File: src/rtl/csel_pkg.sv
// Shared constants and helpers for the pipelined carry-select adder.
package csel_pkg;
    localparam int SLICE_W = 4;

    typedef logic [SLICE_W-1:0] slice_t;

    function automatic int csel_stages(input int width);
        return width / SLICE_W;
    endfunction
endpackage

File: src/rtl/adder_select_4_bit.sv
// 4-bit carry-select slice: both carry outcomes are precomputed and sel_in picks one.
module adder_select_4_bit (
    input  logic [3:0] a_in,
    input  logic [3:0] b_in,
    input  logic       sel_in,
    output logic [3:0] s_out,
    output logic       c_out
);
    logic [4:0] sum_c0;
    logic [4:0] sum_c1;

    assign sum_c0 = {1'b0, a_in} + {1'b0, b_in};
    assign sum_c1 = {1'b0, a_in} + {1'b0, b_in} + 5'd1;
    assign {c_out, s_out} = sel_in ? sum_c1 : sum_c0;
endmodule

File: src/rtl/csel_pipe_stage.sv
// One pipeline stage: adds slice K with the previous stage's carry and registers the result.
module csel_pipe_stage
    import csel_pkg::*;
#(
    parameter int K     = 0,
    parameter int WIDTH = 16
) (
    input  logic             clk_i,
    input  logic             rst_i,
    input  logic             vld_i,
    input  logic             carry_i,
    input  logic [WIDTH-1:0] sum_i,
    input  logic [WIDTH-1:0] a_i,
    input  logic [WIDTH-1:0] b_i,
    input  logic             rdy_dn_i,
    output logic             rdy_o,
    output logic             vld_o,
    output logic             carry_o,
    output logic [WIDTH-1:0] sum_o,
    output logic [WIDTH-1:0] a_o,
    output logic [WIDTH-1:0] b_o
);
    localparam int LO  = SLICE_W * K;
    localparam int HI  = LO + SLICE_W;
    localparam int REM = WIDTH - HI;
    localparam logic [WIDTH-1:0] DONE_MASK = (WIDTH'(1) << LO) - WIDTH'(1);

    slice_t          slice_s;
    logic            slice_c;
    logic            vld_q;
    logic            carry_q;
    logic [HI-1:0]   sum_q;
    logic [HI-1:0]   sum_d;
    logic            adv;
    logic            load;

    adder_select_4_bit u_slice (
        .a_in   (a_i[LO +: SLICE_W]),
        .b_in   (b_i[LO +: SLICE_W]),
        .sel_in (carry_i),
        .s_out  (slice_s),
        .c_out  (slice_c)
    );

    assign adv   = vld_q & rdy_dn_i;
    assign rdy_o = ~vld_q | adv;
    assign load  = rdy_o & vld_i;

    // Resolved bits below LO pass through; this slice fills [HI-1:LO].
    always_comb begin
        sum_d = HI'(sum_i & DONE_MASK);
        sum_d[LO +: SLICE_W] = slice_s;
    end

    always_ff @(posedge clk_i or posedge rst_i) begin
        if (rst_i) begin
            vld_q   <= 1'b0;
            carry_q <= 1'b0;
            sum_q   <= '0;
        end else begin
            if (rdy_o) vld_q <= vld_i;
            if (load) begin
                carry_q <= slice_c;
                sum_q   <= sum_d;
            end
        end
    end

    if (REM > 0) begin : g_operands
        logic [REM-1:0] a_q, b_q;
        logic [REM-1:0] a_d, b_d;

        assign a_d = REM'(a_i >> HI);
        assign b_d = REM'(b_i >> HI);

        always_ff @(posedge clk_i or posedge rst_i) begin
            if (rst_i) begin
                a_q <= '0;
                b_q <= '0;
            end else if (load) begin
                a_q <= a_d;
                b_q <= b_d;
            end
        end

        assign a_o = {a_q, {HI{1'b0}}};
        assign b_o = {b_q, {HI{1'b0}}};
    end else begin : g_no_operands
        // Final slice: nothing left to carry forward.
        logic unused_lo;
        assign unused_lo = ^(a_i & DONE_MASK) ^ ^(b_i & DONE_MASK);
        assign a_o = '0;
        assign b_o = '0;
    end

    assign vld_o   = vld_q;
    assign carry_o = carry_q;
    assign sum_o   = WIDTH'(sum_q);
endmodule

File: src/rtl/carry_select_pipe_adder.sv
// Pipelined unsigned adder, one 4-bit carry-select slice per stage, valid/ready on both sides.
module carry_select_pipe_adder
    import csel_pkg::*;
#(
    parameter int WIDTH = 16
) (
    input  logic             clk_in,
    input  logic             rst_in,
    input  logic             valid_in,
    output logic             ready_out,
    input  logic [WIDTH-1:0] a_in,
    input  logic [WIDTH-1:0] b_in,
    input  logic             c_in,
    output logic             valid_out,
    input  logic             ready_in,
    output logic [WIDTH-1:0] s_out,
    output logic             c_out
);
    localparam int STAGES = csel_stages(WIDTH);

    if ((WIDTH % SLICE_W) != 0 || WIDTH < 2 * SLICE_W) begin : g_width_chk
        $error("carry_select_pipe_adder: WIDTH must be a multiple of 4 and at least 8");
    end

    logic [STAGES:0]  vld_ch;
    logic [STAGES:0]  carry_ch;
    logic [WIDTH-1:0] sum_ch [STAGES+1];
    logic [WIDTH-1:0] a_ch   [STAGES+1];
    logic [WIDTH-1:0] b_ch   [STAGES+1];
    logic             unused_tail;

    assign vld_ch[0]   = valid_in;
    assign carry_ch[0] = c_in;
    assign sum_ch[0]   = '0;
    assign a_ch[0]     = a_in;
    assign b_ch[0]     = b_in;

    for (genvar k = 0; k < STAGES; k++) begin : g_stage
        logic rdy_up;
        logic rdy_dn;

        // Ready ripples combinationally from the output back to stage 0.
        if (k == STAGES - 1) begin : g_tail
            assign rdy_dn = ready_in;
        end else begin : g_body
            assign rdy_dn = g_stage[k+1].rdy_up;
        end

        csel_pipe_stage #(
            .K     (k),
            .WIDTH (WIDTH)
        ) u_stage (
            .clk_i    (clk_in),
            .rst_i    (rst_in),
            .vld_i    (vld_ch[k]),
            .carry_i  (carry_ch[k]),
            .sum_i    (sum_ch[k]),
            .a_i      (a_ch[k]),
            .b_i      (b_ch[k]),
            .rdy_dn_i (rdy_dn),
            .rdy_o    (rdy_up),
            .vld_o    (vld_ch[k+1]),
            .carry_o  (carry_ch[k+1]),
            .sum_o    (sum_ch[k+1]),
            .a_o      (a_ch[k+1]),
            .b_o      (b_ch[k+1])
        );
    end

    assign ready_out   = g_stage[0].rdy_up;
    assign valid_out   = vld_ch[STAGES];
    assign s_out       = sum_ch[STAGES];
    assign c_out       = carry_ch[STAGES];
    assign unused_tail = ^{a_ch[STAGES], b_ch[STAGES]};
endmodule

File: config.mk
export PLATFORM = sky130hd
export DESIGN_NAME = carry_select_pipe_adder
export DESIGN_NICKNAME = d
export VERILOG_FILES = /design/src/rtl/csel_pkg.sv /design/src/rtl/adder_select_4_bit.sv /design/src/rtl/csel_pipe_stage.sv /design/src/rtl/carry_select_pipe_adder.sv
export SDC_FILE = /design/constraint.sdc
export NUM_CORES = 1
export LEC_CHECK = 0
export ABC_AREA = 1
export CAP_MARGIN = 20
export CORE_MARGIN = 2
export CORE_UTILIZATION = 30
export DETAILED_ROUTE_END_ITERATION = 6
export PLACE_DENSITY_LB_ADDON = 0.25
export REMOVE_ABC_BUFFERS = 1
export SLEW_MARGIN = 20
export SYNTH_ARGS = -nofsm -noshare
export SYNTH_HDL_FRONTEND = slang
export SYNTH_SLANG_ARGS = --single-unit
File: constraint.sdc
create_clock -name clk_in -period 3.8 [get_ports clk_in]
set_input_delay 0.57 -clock clk_in [delete_from_list [all_inputs] [get_ports clk_in]]
set_output_delay 0.57 -clock clk_in [all_outputs]
set_load 0.03 [all_outputs]
==> results.md <==
* Outcome: finished clean
* Diodes inserted at 0
* Power share of the clock group at 21.6%
* Met1 global-route usage at ~16%
* HPWL after detailed placement at about 6.5 mm
* 1st-pass router iterations at 4
* Worst Hold Class: in -> async
* Multi-input gate area at 1837 um^2
* Vias in the first global route at 3,554
* P_leak at 2.907 nW
* Final worst slack at ~1.3 ns
* First DRT Iteration DRCs at 204
* Total gr overflow at 0
* Maximum operating frequency at roughly 400 MHz
* Nets at 669
* Fill cells at 1,604
* Syn Inst Count at 556
* Met2 Resource Use GR at 19.75%
* Placer Congestion at 0.7897
* WL/cell at 11.05 um
* Reg area at ~2400 um^2
* Sequential share of power at 39.4%
* DRC Markers at 0
* Via density at around 4.3
* Starting Density at a little under a third
* Mean Syn Cell Area at 8.270 um^2
* Share of layout cells above drive strength 1 at under 10%
* H-tree level count at 3
* Flip-flop and latch count after synthesis at 96
* Core area at 15,090 um^2
* Fin crit share at 65.57%
* Slew HR at 38.17%
* Post-synth cell types at 23
* Comb power frac at around 39%
* Final Skew at 0.009639 ns
* Max-Cap Viols at 0
* Final setup vio count at 0
* Die W at 127.8 um
* Most common cell after layout, fill and taps aside: nand2_1
* RSZ-0062 raised after global routing: no
* Slew Limit Fails at 0
* Post-CTS Resized at 0
* Antenna Nets Post-Route at 0
* M3 GR Usage at around 2.8%
* Power per standard cell area at 719.4 nW/um^2
* Crit Path Category: in -> out
* Reg-to-Reg End: g_stage[3].u_stage.carry_o
* Synth warn at 0
* Reg2reg setup slack at 1.76 ns
* Crit. End Element: output pin
* Reg2reg start: g_stage[2].u_stage.g_operands.a_q[0]
* First-pass GRT wire length at approximately 16 mm
* CTS Hold Bufs at 0
* CTS Sinks at 96
* Syn-to-layout area delta at 21.47%
* Via count at 3,462
* CP Launch Type: input port
* Worst Path Arrival at between 1.5 and 2 ns
* # Post-CTS Setup Buffers at 0
* Grt peak-use layer: met2
* Clock Tree Buf Depth at 2
* Placed instance area at between 5000 and 6000 um^2
* CTS tree: done
* Switching part of the total at 38.13%
* Antenna violations before repair at 0
* Tmin final at 2.492 ns
* Clk_lat worst skew at 0.34 ns
* Core Rows at 45
* FF-to-FF path depth at 10
* TritonCTS Buffers at 9
* Dpl ws at 1.148 ns
* Die height at 127.8 um
* Switching power at 1.532 mW
* Total wire length at 8.836 mm
* Setup TNS at 0 ns
* Cell Int Power at 2.486 mW
* Final Hold Vio Count at 0
* Die area at about 16,000 um^2
* WP data required at about 3.2 ns
* CP Max Fanout at 4
* Global Route Usage Sum at 11.96%
* CTS clk-pin slew, worst paths at 0.06 ns
* Port bufs at 55
* Most frequent cells in the layout: 248 x nand2_1, 96 x dfrtp_1, 61 x inv_1
* Peak supply drop at 265.1 uV
* Final Cell Area at 5585 um^2
* Worst Max-Slew Pin Slew at 0.9264 ns
* Largest net degree at the start of global routing at 89
* I/O pins at 56
* Sequential element share of the synthesized area at 52.24%
* Post-Syn Area at 4598 um^2
* Clock root cell: clkbuf_16
## flip-flops by register name (all words and copies together), names as in the netlist
| signal | cells |
|---|---|
| g_stage.u_stage.sum_q | 24 |
| g_stage.u_stage.vld_o | 4 |
| g_stage.u_stage.g_operands.b_q | 24 |
| g_stage.u_stage.carry_o | 4 |
| g_stage.u_stage.g_operands.a_q | 24 |
| g_stage.u_stage.sum_o | 16 |
## layout make-up
cell class	instances	share of cell area (%)
Clock buffer	12	4.234
Clock inverter	3	0.7840
Inverter	63	4.256
Multi-Input combinational cell	379	32.89
Sequential cell	96	43.01
Tap cell	188	4.211
Timing Repair Buffer	59	10.62
## kinds of logic after synthesis
kind of cell	count (synthesis)	synth area share, %
xor+xnor	3	0.5715
buf+inv	81	7.809
simple gates	300	26.20
compound gates	52	5.987
flops	96	52.24
fa+ha+maj	24	7.184
## critical path: stages
cell and delay, ns:
clkdlybuf4s50_1 0.52, nor2_4 0.07, nand4_2 0.08, clkdlybuf4s50_1 0.68
## synth_stat cells
library cell	count	area, um^2
nand2_1	248	930.9
dfrtp_1	96	2402
inv_1	62	232.7
nand3_1	31	155.2
o21ai_1	21	105.1
ha_1	20	250.2
o21ai_0	18	90.09
buf_2	11	55.05
nor2_1	11	41.29
a21oi_1	7	35.03
buf_6	4	45.04
fa_1	4	80.08
nand4_1	4	25.02
o31ai_1	4	30.03
buf_4	3	22.52
nand3b_1	3	22.52
xnor2_1	3	26.28
inv_2	1	3.750
nand4_2	1	12.51
nor2_4	1	11.26
o211ai_1	1	7.510
o21a_1	1	7.510
or2_2	1	6.260
## power groups by stage
stage | sequential (mW) | combinational (mW) | clock (mW)
final | 1.58 | 1.57 | 0.868
after detailed placement | 1.60 | 1.58 | 0
after global routing | 1.63 | 1.82 | 0.932
after global placement | 1.59 | 1.54 | 0
after floorplan | 1.70 | 0.961 | 0
after CTS | 1.59 | 1.59 | 0.896
## layer usage
metal / vias to the layer above / routed length [um]
li1: 1841 / -
met1: 1569 / 4414
met2: 42 / 4025
met3: 10 / 254
met4: 0 / 142
met5: - / 0
## how the worst max path moves through the flow
stage / start / to / slack, ns / cells after the start
finish: ready_in / ready_out / 1.31 / 4
global route: ready_in / ready_out / 1.24 / 4
CTS: ready_in / ready_out / 1.29 / 4
detailed placement: ready_in / g_stage[3].u_stage.sum_o[14] / 1.15 / 5
global placement: ready_in / g_stage[1].u_stage.sum_q[7] / 1.18 / 8
floorplan: rst_in / g_stage[0].u_stage.carry_o / 0.72 / 1
## metrics by stage
stage | cells | hold WS [ns] | util [%] | power [mW]
after global placement | 785 | 0.4554 | 35.16 | 3.128
after CTS | 800 | 0.4425 | 37.01 | 4.077
final | 800 | 0.4454 | 37.01 | 4.018
after detailed placement | 785 | 0.4552 | 35.16 | 3.183
after global routing | 800 | 0.4619 | 37.01 | 4.387
after floorplan | 538 | 0.4422 | - | 2.659
No activity file was read; power rests on OpenSTA's default activity.
